## src/rtl/uart_fifo_bridge.sv

```systemverilog
// uart_fifo_bridge: buffering stage between the core's UART registers and the
// uart bit engine. A TX FIFO feeds start_tx/tx_value one byte at a time and an
// RX FIFO drains rx_value on rx_available, answering with rx_clear.
// While the RX FIFO is full the byte stays parked in the uart, which keeps
// request_to_send asserted as flow control.
// Optional feature: define UART_FIFO_LEVEL_EN to add the registered
// tx_level/rx_level occupancy ports.
module uart_fifo_bridge #(
    parameter int FIFO_DEPTH_LOG2 = 2
) (
    input  logic       clk,
    input  logic       rst,
    input  logic       tx_push,
    input  logic [7:0] tx_data,
    output logic       tx_full,
    output logic       tx_busy,
    input  logic       rx_pop,
    output logic [7:0] rx_data,
    output logic       rx_empty,
    output logic       start_tx,
    output logic [7:0] tx_value,
    input  logic       tx_done,
    input  logic       rx_available,
    input  logic [7:0] rx_value,
    output logic       rx_clear
`ifdef UART_FIFO_LEVEL_EN
    ,
    output logic [FIFO_DEPTH_LOG2:0] tx_level,
    output logic [FIFO_DEPTH_LOG2:0] rx_level
`endif
);

    localparam int AW    = FIFO_DEPTH_LOG2;
    localparam int DEPTH = 1 << FIFO_DEPTH_LOG2;
    localparam logic [AW:0] PTR_ZERO = {(AW + 1){1'b0}};
    localparam logic [AW:0] PTR_ONE  = {{AW{1'b0}}, 1'b1};

    localparam logic [1:0] TX_IDLE    = 2'd0;
    localparam logic [1:0] TX_SEND    = 2'd1;
    localparam logic [1:0] TX_RELEASE = 2'd2;

    localparam logic [0:0] RX_IDLE  = 1'b0;
    localparam logic [0:0] RX_CLEAR = 1'b1;

    logic [7:0]  tx_mem_r [DEPTH];
    logic [7:0]  rx_mem_r [DEPTH];
    logic [AW:0] tx_wr_ptr_r;
    logic [AW:0] tx_rd_ptr_r;
    logic [AW:0] rx_wr_ptr_r;
    logic [AW:0] rx_rd_ptr_r;
    logic [1:0]  tx_state_r;
    logic [0:0]  rx_state_r;

    logic tx_empty_s;
    logic tx_full_s;
    logic rx_empty_s;
    logic rx_full_s;
    logic tx_push_s;
    logic tx_pop_s;
    logic rx_push_s;
    logic rx_pop_s;

    // FIFO status flags and the push/pop strobes, all from pre-edge state.
    always_comb begin
        tx_empty_s = (tx_wr_ptr_r == tx_rd_ptr_r);
        tx_full_s  = (tx_wr_ptr_r[AW] != tx_rd_ptr_r[AW]) &&
                     (tx_wr_ptr_r[AW-1:0] == tx_rd_ptr_r[AW-1:0]);
        rx_empty_s = (rx_wr_ptr_r == rx_rd_ptr_r);
        rx_full_s  = (rx_wr_ptr_r[AW] != rx_rd_ptr_r[AW]) &&
                     (rx_wr_ptr_r[AW-1:0] == rx_rd_ptr_r[AW-1:0]);
        tx_push_s  = tx_push && !tx_full_s;
        // The head byte stays in the FIFO while in flight; it leaves on tx_done.
        tx_pop_s   = (tx_state_r == TX_SEND) && tx_done;
        rx_push_s  = (rx_state_r == RX_IDLE) && rx_available && !rx_full_s;
        rx_pop_s   = rx_pop && !rx_empty_s;
    end

    // Core-facing status; rx_data reads as zero while the RX FIFO is empty.
    always_comb begin
        tx_full  = tx_full_s;
        tx_busy  = (tx_state_r != TX_IDLE) || !tx_empty_s;
        rx_empty = rx_empty_s;
        rx_data  = rx_empty_s ? 8'h00 : rx_mem_r[rx_rd_ptr_r[AW-1:0]];
    end

    // FIFO storage writes; contents are don't-care until a pointer covers them.
    always_ff @(posedge clk) begin
        if (tx_push_s) begin
            tx_mem_r[tx_wr_ptr_r[AW-1:0]] <= tx_data;
        end
        if (rx_push_s) begin
            rx_mem_r[rx_wr_ptr_r[AW-1:0]] <= rx_value;
        end
    end

    // TX FIFO pointers; reset discards any queued bytes.
    always_ff @(posedge clk) begin
        if (rst) begin
            tx_wr_ptr_r <= PTR_ZERO;
            tx_rd_ptr_r <= PTR_ZERO;
        end else begin
            if (tx_push_s) begin
                tx_wr_ptr_r <= tx_wr_ptr_r + PTR_ONE;
            end
            if (tx_pop_s) begin
                tx_rd_ptr_r <= tx_rd_ptr_r + PTR_ONE;
            end
        end
    end

    // RX FIFO pointers; a pop on empty is ignored.
    always_ff @(posedge clk) begin
        if (rst) begin
            rx_wr_ptr_r <= PTR_ZERO;
            rx_rd_ptr_r <= PTR_ZERO;
        end else begin
            if (rx_push_s) begin
                rx_wr_ptr_r <= rx_wr_ptr_r + PTR_ONE;
            end
            if (rx_pop_s) begin
                rx_rd_ptr_r <= rx_rd_ptr_r + PTR_ONE;
            end
        end
    end

    // TX handshake: launch head byte, hold until tx_done, then wait for the
    // uart to drop tx_done so it is idle before the next start_tx.
    always_ff @(posedge clk) begin
        if (rst) begin
            tx_state_r <= TX_IDLE;
            start_tx   <= 1'b0;
            tx_value   <= 8'h00;
        end else begin
            case (tx_state_r)
                TX_IDLE: begin
                    if (!tx_empty_s) begin
                        tx_value   <= tx_mem_r[tx_rd_ptr_r[AW-1:0]];
                        start_tx   <= 1'b1;
                        tx_state_r <= TX_SEND;
                    end
                end
                TX_SEND: begin
                    if (tx_done) begin
                        start_tx   <= 1'b0;
                        tx_state_r <= TX_RELEASE;
                    end
                end
                TX_RELEASE: begin
                    if (!tx_done) begin
                        tx_state_r <= TX_IDLE;
                    end
                end
                default: begin
                    start_tx   <= 1'b0;
                    tx_state_r <= TX_IDLE;
                end
            endcase
        end
    end

    // RX handshake: capture the uart byte when there is room, hold rx_clear
    // until the uart withdraws rx_available.
    always_ff @(posedge clk) begin
        if (rst) begin
            rx_state_r <= RX_IDLE;
            rx_clear   <= 1'b0;
        end else begin
            case (rx_state_r)
                RX_IDLE: begin
                    if (rx_push_s) begin
                        rx_clear   <= 1'b1;
                        rx_state_r <= RX_CLEAR;
                    end
                end
                RX_CLEAR: begin
                    if (!rx_available) begin
                        rx_clear   <= 1'b0;
                        rx_state_r <= RX_IDLE;
                    end
                end
                default: begin
                    rx_clear   <= 1'b0;
                    rx_state_r <= RX_IDLE;
                end
            endcase
        end
    end

`ifdef UART_FIFO_LEVEL_EN
    // Occupancy counters tracking the same push/pop strobes as the pointers.
    always_ff @(posedge clk) begin
        if (rst) begin
            tx_level <= PTR_ZERO;
            rx_level <= PTR_ZERO;
        end else begin
            case ({tx_push_s, tx_pop_s})
                2'b10:   tx_level <= tx_level + PTR_ONE;
                2'b01:   tx_level <= tx_level - PTR_ONE;
                default: tx_level <= tx_level;
            endcase
            case ({rx_push_s, rx_pop_s})
                2'b10:   rx_level <= rx_level + PTR_ONE;
                2'b01:   rx_level <= rx_level - PTR_ONE;
                default: rx_level <= rx_level;
            endcase
        end
    end
`endif

endmodule

```

## config.mk

```make
export PLATFORM = sky130hd
export DESIGN_NAME = uart_fifo_bridge
export DESIGN_NICKNAME = d
export VERILOG_FILES = /design/src/rtl/uart_fifo_bridge.sv
export SDC_FILE = /design/constraint.sdc
export NUM_CORES = 1
export LEC_CHECK = 0
export CELL_PAD_IN_SITES_DETAIL_PLACEMENT = 1
export CELL_PAD_IN_SITES_GLOBAL_PLACEMENT = 2
export CORE_MARGIN = 4
export CORE_UTILIZATION = 25
export DETAILED_ROUTE_END_ITERATION = 8
export PLACE_DENSITY_LB_ADDON = 0.1
export SLEW_MARGIN = 20
export SYNTH_ARGS = -nofsm -noshare
export SYNTH_HDL_FRONTEND = slang
export SYNTH_SLANG_ARGS = --single-unit
```

## constraint.sdc

```tcl
create_clock -name clk -period 2.27 [get_ports clk]
set_clock_uncertainty 0.1 [all_clocks]
set_input_delay 0.454 -clock clk [delete_from_list [all_inputs] [get_ports clk]]
set_output_delay 0.454 -clock clk [all_outputs]
set_load 0.03 [all_outputs]
```

==> impl_metrics.tcl <==
set metrics [dict create \
    status "finished clean" \
    fill_cells 1587 \
    ios 43 \
    grt_pass1_vias 2441 \
    layout.nets 351 \
    yosysTopAreaCellShare_pct 50.05 \
    via_per_inst 4.285 \
    r2r_end "tx_mem_r[2][5]$_DFFE_PP_" \
    clk_latency_ns 0.34 \
    p_comb_share_pct 26.1 \
    drv_cap 0 \
    path_cells "buf_12, mux4_2, nor2b_1, buf_2" \
    ff2ff_path_depth 4 \
    yosysTopAreaCell "edfxtp_1" \
    grt_pass1_wl_um 13330 \
    dp_hpwl_um 5688 \
    p_int_w 0.003191 \
    peakVddDrop_mv 0.3374 \
    drive_gt1_share_pct 24.38 \
    cts_buffer_depth 2 \
    ys_ff_latch 91 \
    synthToLayoutAreaGrowth_pct 27.83 \
    cts_num_sinks 91 \
    die_h_um 131.9 \
    stdcell_count 512 \
    synth_simple_gate_area_share_pct 8.732 \
    port_buffers 42 \
    holdBufCountCts 0 \
    drc 0 \
    ys_types 39 \
    route.vias.total 2194 \
    final-seq-area_um2 2464 \
    cp.required_ns 1.72 \
    switching_share_pct 29.63 \
    multi_input_area_um2 1299 \
    syn-cell-area_um2 3840 \
    synth-adder-area-share_pct 3.258 \
    synth_edf_count 64 \
    synthMuxAreaShare_pct 13.78 \
    grt_max_degree 28 \
    grt_util_all_layers_pct 10.03 \
    synth_compound_area_share_pct 4.106 \
    yosysSeqAreaShare_pct 64.13 \
    arrival_ns 1.64 \
    end_kind "output port" \
    power.switching_w 0.001343 \
    hold_class "reg2reg" \
    htreeDepth 3 \
    antenna-diode-count 0 \
    synth-xor-area-share_pct 3.812 \
    slowest_delay_ns 0.50 \
    clk_pin_slew_ns 0.06 \
    clock_power_share_pct 30.4 \
    drt_iter0_drc 101 \
    antenna_found_initial 0 \
    setup_violations 0 \
    worstPathMaxFanout 8 \
    worst_pin_slew_ns 0.3859 \
    wl_per_cell_um 15.85 \
    r2r_start "tx_wr_ptr_r[0]$_SDFFE_PP0P_" \
    ys_async_sr_fraction_pct 0 \
    dieArea_um2 17410 \
    syn_inst 250 \
    criticalPathCategory "reg2out" \
    pwr-share-seq_pct 43.5 \
    place_inst 496 \
    whs_ns 0.3611 \
    min_period_ns 2.195 \
    synth_top_family_by_area "multiplexers" \
    cts_tree "built" \
    drt-total-wl_um 8113 \
    fmax_ghz 0.4556 \
    final_common_cell "edfxtp_1" \
    synth_area_leaders "edfxtp_1, dfxtp_1, mux4_2" \
    crit_end "rx_data[4]" \
    rsz0062_at_grt "false" \
    yosys_warnings 0 \
    numCtsBuffers 9 \
    synth_ff_type "edfxtp_1" \
    drv_slew 0 \
    hold_violations 0 \
    globalplace.congestion 0.6964 \
    firstDrtPassIters 4 \
    start_kind "register" \
    fp.coreArea_um2 15150 \
    avgSynthCellArea_um2 15.36 \
    root_buffer "clkbuf_16" \
    start_util_pct 25.35 \
    power_density_nw_per_um2 923.7 \
    rows 45 \
    die_w_um 131.9 \
    leakagePower_nw 1.780 \
    ant_nets 0 \
    min_path_cells 2 \
    relSlewSlack_pct 74.09 \
    finalCritPeriodShare_pct 96.68 \
    r2r_slack_ns 0.40 \
    cts_setup_buffers 0 \
    cp_slowest_cell "mux4_2" \
    overflow 0 \
    mostFrequentLayoutCells "edfxtp_1, clkdlybuf4s50_1, dfxtp_1, buf_4, nand2_1" \
    syn_nets 282 \
]
final cells by class:
cell class	count	share of cell area, %
Tap cell	188	4.792
Multi-Input combinational cell	139	26.46
Inverter	10	0.7647
Sequential cell	91	50.19
Timing Repair Buffer	68	12.34
Clock buffer	10	4.665
Clock inverter	6	0.7902
kinds of logic after synthesis:
logic type,Yosys count
flops,91
mux,32
compound gates,20
xor+xnor,15
simple gates,62
buf+inv,20
fa+ha+maj,10
registers in the layout (all words and copies together) (netlist names), named ones only:
signal and count:
rx_mem_r 32, tx_mem_r 32, tx_value 8, rx_rd_ptr_r 3, rx_wr_ptr_r 3, tx_rd_ptr_r 3
tx_wr_ptr_r 3, tx_state_r 2, rx_clear 1, rx_state_r 1, start_tx 1
per-stage QoR:
step	instance area (µm²)	total power [W]	TNS (ns)	worst slack, ns	utilization, %
floorplan	3840	0.002721	0	0.1063	-
global placement	4679	0.003280	-0.001916	-0.001903	30.90
detailed placement	4679	0.003288	-0.03457	-0.01600	30.90
CTS	4907	0.004633	0	0.02181	32.40
global route	4908	0.004798	0	0.02745	32.41
finish	4908	0.004534	0	0.07532	32.41
Yosys cell counts, types with 2 or more instances:
library cell	n
o31a_1	2
o31ai_1	2
a311o_1	3
nor2b_1	10
xor2_2	2
dfxtp_1	27
o21ai_0	2
nor3_1	2
and2_2	4
inv_1	9
ha_1	10
edfxtp_1	64
and2_1	4
a31oi_1	2
nand4bb_1	2
nand2_1	23
a21oi_1	3
xor2_1	7
a211oi_1	3
mux2i_1	12
xnor2_1	6
mux2_1	3
buf_2	4
mux4_2	16
nor2_1	10
clkbuf_1	5
power by group through the flow:
stage          Clock, W  Combinational, W  Sequential (W)
6_report        0.00138           0.00118         0.00197
5_1_grt         0.00152           0.00129         0.00199
3_3_place_gp          0           0.00127         0.00201
2_1_floorplan         0          0.000653         0.00207
3_5_place_dp          0           0.00128         0.00201
4_1_cts         0.00144           0.00122         0.00198
critical path: cells and delay by family, from the launching register on:
kind / cells / cell delay [ns]
mux: 1 / 0.50
flops: 1 / 0.34
buf+inv: 2 / 0.31
simple gates: 1 / 0.15
per-layer routing:
metal  GRT usage [%]  share of wire [%]  up-vias
li1                -                  -     1071
met1           11.66                 44     1078
met2           16.79                 50       34
met3           3.511                3.7       11
met4           4.376                2.0        0
met5               0                  0        -
repair_timing:
item	CTS	global route
gates cloned	0	0
resized for setup	40	1
endpoints found under the setup margin	8	3
how the worst min path moves through the flow:
| stage | from | end |
|---|---|---|
| floorplan | rx_state_r$_SDFF_PP0_ | rx_state_r$_SDFF_PP0_ |
| detailed placement | tx_value[1]$_SDFFE_PP0P_ | tx_value[1]$_SDFFE_PP0P_ |
| CTS | tx_value[1]$_SDFFE_PP0P_ | tx_value[1]$_SDFFE_PP0P_ |
| finish | tx_value[1]$_SDFFE_PP0P_ | tx_value[1]$_SDFFE_PP0P_ |
| global placement | tx_value[5]$_SDFFE_PP0P_ | tx_value[5]$_SDFFE_PP0P_ |
| global route | tx_value[2]$_SDFFE_PP0P_ | tx_value[2]$_SDFFE_PP0P_ |
No activity file was read; power rests on OpenSTA's default activity.
==> RTL change 1, RTL diff (config.mk and constraints unchanged) <==
Change the parameter `FIFO_DEPTH_LOG2` from 2 to 4.
--- a/src/rtl/uart_fifo_bridge.sv
+++ b/src/rtl/uart_fifo_bridge.sv
@@ -6,7 +6,7 @@
 // Optional feature: define UART_FIFO_LEVEL_EN to add the registered
 // tx_level/rx_level occupancy ports.
 module uart_fifo_bridge #(
-    parameter int FIFO_DEPTH_LOG2 = 2
+    parameter int FIFO_DEPTH_LOG2 = 4
 ) (
     input  logic       clk,
     input  logic       rst,
Formal check against the unedited RTL: not equivalent (Yosys sat finds a counterexample within 10 cycles, from zero or initial values and one cycle with rst high).
==> RTL change 1 against the unedited design <==
- the run now ends with setup timing left
- power increased to 3.1 times the old value
- cell area increased to 3.1 times the old value
- first-iteration DRC count increased to 3.0 times the old value
- routed wire length increased to 3.6 times the old value
- area after synthesis increased to 3.1 times the old value
- sequential cell count increased by 202
- worst setup slack got worse by 0.59 ns
- sequential share of layout area increased by 5.5 points
- core utilization increased by 0.16 points
- largest cell class unchanged
- largest power group unchanged
==> RTL change 1: results <==
metrics = {
    "status": {
        "status": "finished with violations",
        "violations": "setup timing",
    },
    "drt": {
        "wl_mm": 28.81,
        "wl_met2_mm": 13.67,
        "met3WireLength_mm": 1.066,
        "routedWlPerCell_um": 20.67,
        "wl_met1_mm": 13.41,
        "drt-pass1-iter-count": 5,
        "drtIter0Drc": 304,
    },
    "synth": {
        "synth_commonest_cells": "edfxtp_1 (256), mux4_2 (46), dfxtp_1 (37)",
        "synth.distinct_cells": 45,
        "syn-num-nets": 679,
        "yosysSeqAreaShare_pct": 71.64,
        "synthTopCellsByArea": "edfxtp_1 (65%), mux4_2 (8.8%), dfxtp_1 (6.3%)",
        "syn-instance-count": 647,
    },
    "place": {
        "dpl.hpwl_mm": 19.29,
        "pre_cts_slack_ns": -0.1415,
        "routabilityCongestion": 0.7087,
    },
    "clocking": {
        "cts_inserted_buffers": 36,
        "cts_buffer_depth": 3,
        "cts_resized": 29,
        "clk_latency_ns": 0.53,
        "post_cts_buffers": 4,
        "htreeDepth": 2,
    },
    "setup_path": {
        "max_stage_delay_ns": 0.53,
        "r2r-end": "tx_value[7]",
        "reg2reg_depth": 7,
        "crit_end": "rx_data[1]",
        "rr_startpoint": "tx_rd_ptr_r[1]",
        "r2r_setup_slack_ns": 0.14,
        "cp_max_fo": 7,
    },
    "final_layout": {
        "drive_gt1_share_pct": 30.88,
        "nFillCells": 4652,
        "register_area_sq_um": 8443,
        "nNetsFinal": 794,
    },
    "pwr": {
        "leakagePower_nw": 4.984,
        "p_total_mw": 13.90,
        "clkPwrFrac_pct": 43.0,
        "power.switching_mw": 3.314,
        "irDropWorstVdd_mv": 0.4319,
    },
    "global_route": {
        "grt_max_degree": 52,
        "antenna_found_initial": 1,
        "grt.total_usage_pct": 11.41,
        "grtUsageMet2_pct": 18.45,
        "grt_pass1_vias": 6940,
        "grt_pass1_wl_mm": 43.30,
        "met3_usage_pct": 2.319,
    },
    "sta": {
        "setup_ws_ns": -0.5118,
        "whs_ns": 0.3686,
        "setup_viol": 8,
        "final.setup.tns_ns": -3.828,
        "max_slew_margin_pct": 50.48,
    },
    "min_path": {
        "min_from": "start_tx",
        "min_to": "start_tx",
    },
}
[RTL change 1: cell count changes after synthesis, moves of 14 or more]
cell,unedited run,this run
buf_2,4,18
a21oi_1,3,20
nor2_1,10,33
edfxtp_1,64,256
mux4_2,16,46
a211oi_1,3,25
nor2b_1,10,25
and3_1,1,27
nand2_1,23,6
mux2_2,0,16
[RTL change 1: area by class of cell]
class	count	area share [%]
timing repair buffer	113	9.374
clock inverter	23	2.129
multi-input combinational	310	21.56
clock buffer	40	6.041
sequential	293	55.69
inverter	8	0.1981
tap	607	5.009
[RTL change 1: kinds of logic after synthesis]
logic type / count (synthesis) / share of synthesized area [%]
xor gates and xnor gates: 26 / 1.999
and+or+nand+nor: 115 / 5.307
DFF: 293 / 71.64
muxes: 86 / 13.81
adders and majority gates: 10 / 1.063
buffers and inverters: 44 / 2.138
AOI/OAI and AO/OA: 73 / 4.041
==> RTL change 2, RTL diff (config.mk and constraints unchanged) <==
Made on the original files. Build with the macro `UART_FIFO_LEVEL_EN` defined.
--- a/src/rtl/uart_fifo_bridge.sv
+++ b/src/rtl/uart_fifo_bridge.sv
@@ -5,6 +5,8 @@
 // request_to_send asserted as flow control.
 // Optional feature: define UART_FIFO_LEVEL_EN to add the registered
 // tx_level/rx_level occupancy ports.
+`define UART_FIFO_LEVEL_EN
+
 module uart_fifo_bridge #(
     parameter int FIFO_DEPTH_LOG2 = 2
 ) (
Check against the original RTL (old outputs only; new: rx_level and tx_level): equivalent (equiv_simple and equiv_induct, registers matched by name and starting in step).
==> RTL change 2 against the unedited design <==
- cell area grew 15%
- routed wire length grew 16%
- combinational power grew 36%
- power grew 20%
- area after synthesis grew 7.2%
- worst setup slack gained 0.0071 ns
- sequential cell count grew 6
- synthesized cell count grew 12%
- global-route usage grew 0.75 points
- register-to-register slack lost 0.31 ns
==> RTL change 2: results <==
metrics = {
    "final_layout": {
        "multi_input_area_sq_um": 1549,
        "nClkBuffers": 9,
        "nonClockInverterCount": 13,
        "clkCellAreaFrac_pct": 5.794,
        "multi_input_cells": 159,
        "n_all_buffers": 92,
        "nNetsFinal": 408,
        "drive_gt1_share_pct": 32.10,
        "register_area_sq_um": 2601,
        "nFillCells": 1711,
        "layout-area-overhead-vs-synth_pct": 37.41,
        "buf_share_pct": 15.21,
    },
    "setup_path": {
        "crit_slowest_cell": "mux4_2",
        "rr_startpoint": "rx_rd_ptr_r[0]",
        "max_stage_delay_ns": 0.48,
        "cp_max_fo": 8,
    },
    "sta": {
        "worst_pin_slew_ns": 0.4433,
    },
    "global_route": {
        "grt_pass1_vias": 2708,
        "grt.total_usage_pct": 10.78,
        "grt_pass1_wl_mm": 14.89,
        "grt_max_degree": 22,
    },
    "pwr": {
        "irDropWorstVdd_mv": 0.4627,
        "seq-power_mw": 2.17,
        "comb-power_mw": 1.61,
        "p_int_mw": 3.813,
        "leakagePower_nw": 2.097,
        "power.combinational.fraction_pct": 29.5,
    },
    "synth": {
        "synth_commonest_cells": "edfxtp_1 (64), dfxtp_1 (33), nand2_1 (24)",
        "yosysSeqAreaShare_pct": 62.72,
        "syn-instance-count": 279,
        "syn-num-nets": 315,
        "synth.distinct_cells": 41,
        "synthTopCellsByArea": "edfxtp_1 (47%), dfxtp_1 (16%), mux4_2 (8.8%)",
    },
    "clocking": {
        "post_cts_buffers": 1,
        "clock_tree.root_cell": "clkbuf_16",
        "path_clk_slew_ns": 0.07,
        "cts_resized": 10,
        "clock_sinks": 97,
        "htreeDepth": 3,
        "clk_latency_ns": 0.35,
        "cts_buffer_depth": 2,
    },
    "place": {
        "placedCellCount": 574,
        "pre_cts_slack_ns": -0.5255,
        "placed_area_sq_um": 5189,
        "dpl.hpwl_mm": 6.664,
        "routabilityCongestion": 0.7286,
        "io_buffers": 48,
    },
    "status": {
        "status": "finished clean",
    },
    "drt": {
        "wl_mm": 9.372,
        "num_vias": 2526,
        "routedWlPerCell_um": 15.80,
        "drt-pass1-iter-count": 4,
        "drtIter0Drc": 121,
    },
    "floorplan": {
        "tap_cells": 216,
    },
    "min_path": {
        "min_from": "tx_value[4]",
        "min_path_type": "flip-flop to flip-flop",
    },
}
-- RTL change 2: path summary, 6_finish.rpt --
kind | slack (ns) | to | cells past startpoint
worst max-delay path | 0.08 | rx_data[4] | 4
worst min register to register | 0.37 | tx_value[4] | 2
worst min-delay path | 0.37 | tx_value[4] | 2
worst max register to register | 0.09 | rx_level[2] | 7
-- RTL change 2: cells by family (layout without fill, tap and decap cells) --
kind of cell | count (synthesis) | in the layout | share of synthesized area (%)
flip-flops | 97 | 97 | 62.72
XOR/XNOR | 19 | 19 | 4.041
multiplexers | 34 | 34 | 13.43
buffers and inverters | 23 | 121 | 2.279
AND/OR/NAND/NOR | 69 | 69 | 8.751
adder cells (fa/ha/maj) | 14 | 14 | 4.619
AO/OA/AOI/OAI | 23 | 23 | 4.163
-- RTL change 2: routing by layer --
layer | wire length, um | global-route usage [%] | share of wire, %
met5 | 0 | 0 | 0
met4 | 134 | 3.583 | 1.4
met3 | 362 | 3.849 | 3.9
met2 | 4780 | 18.00 | 51
met1 | 4094 | 12.95 | 44
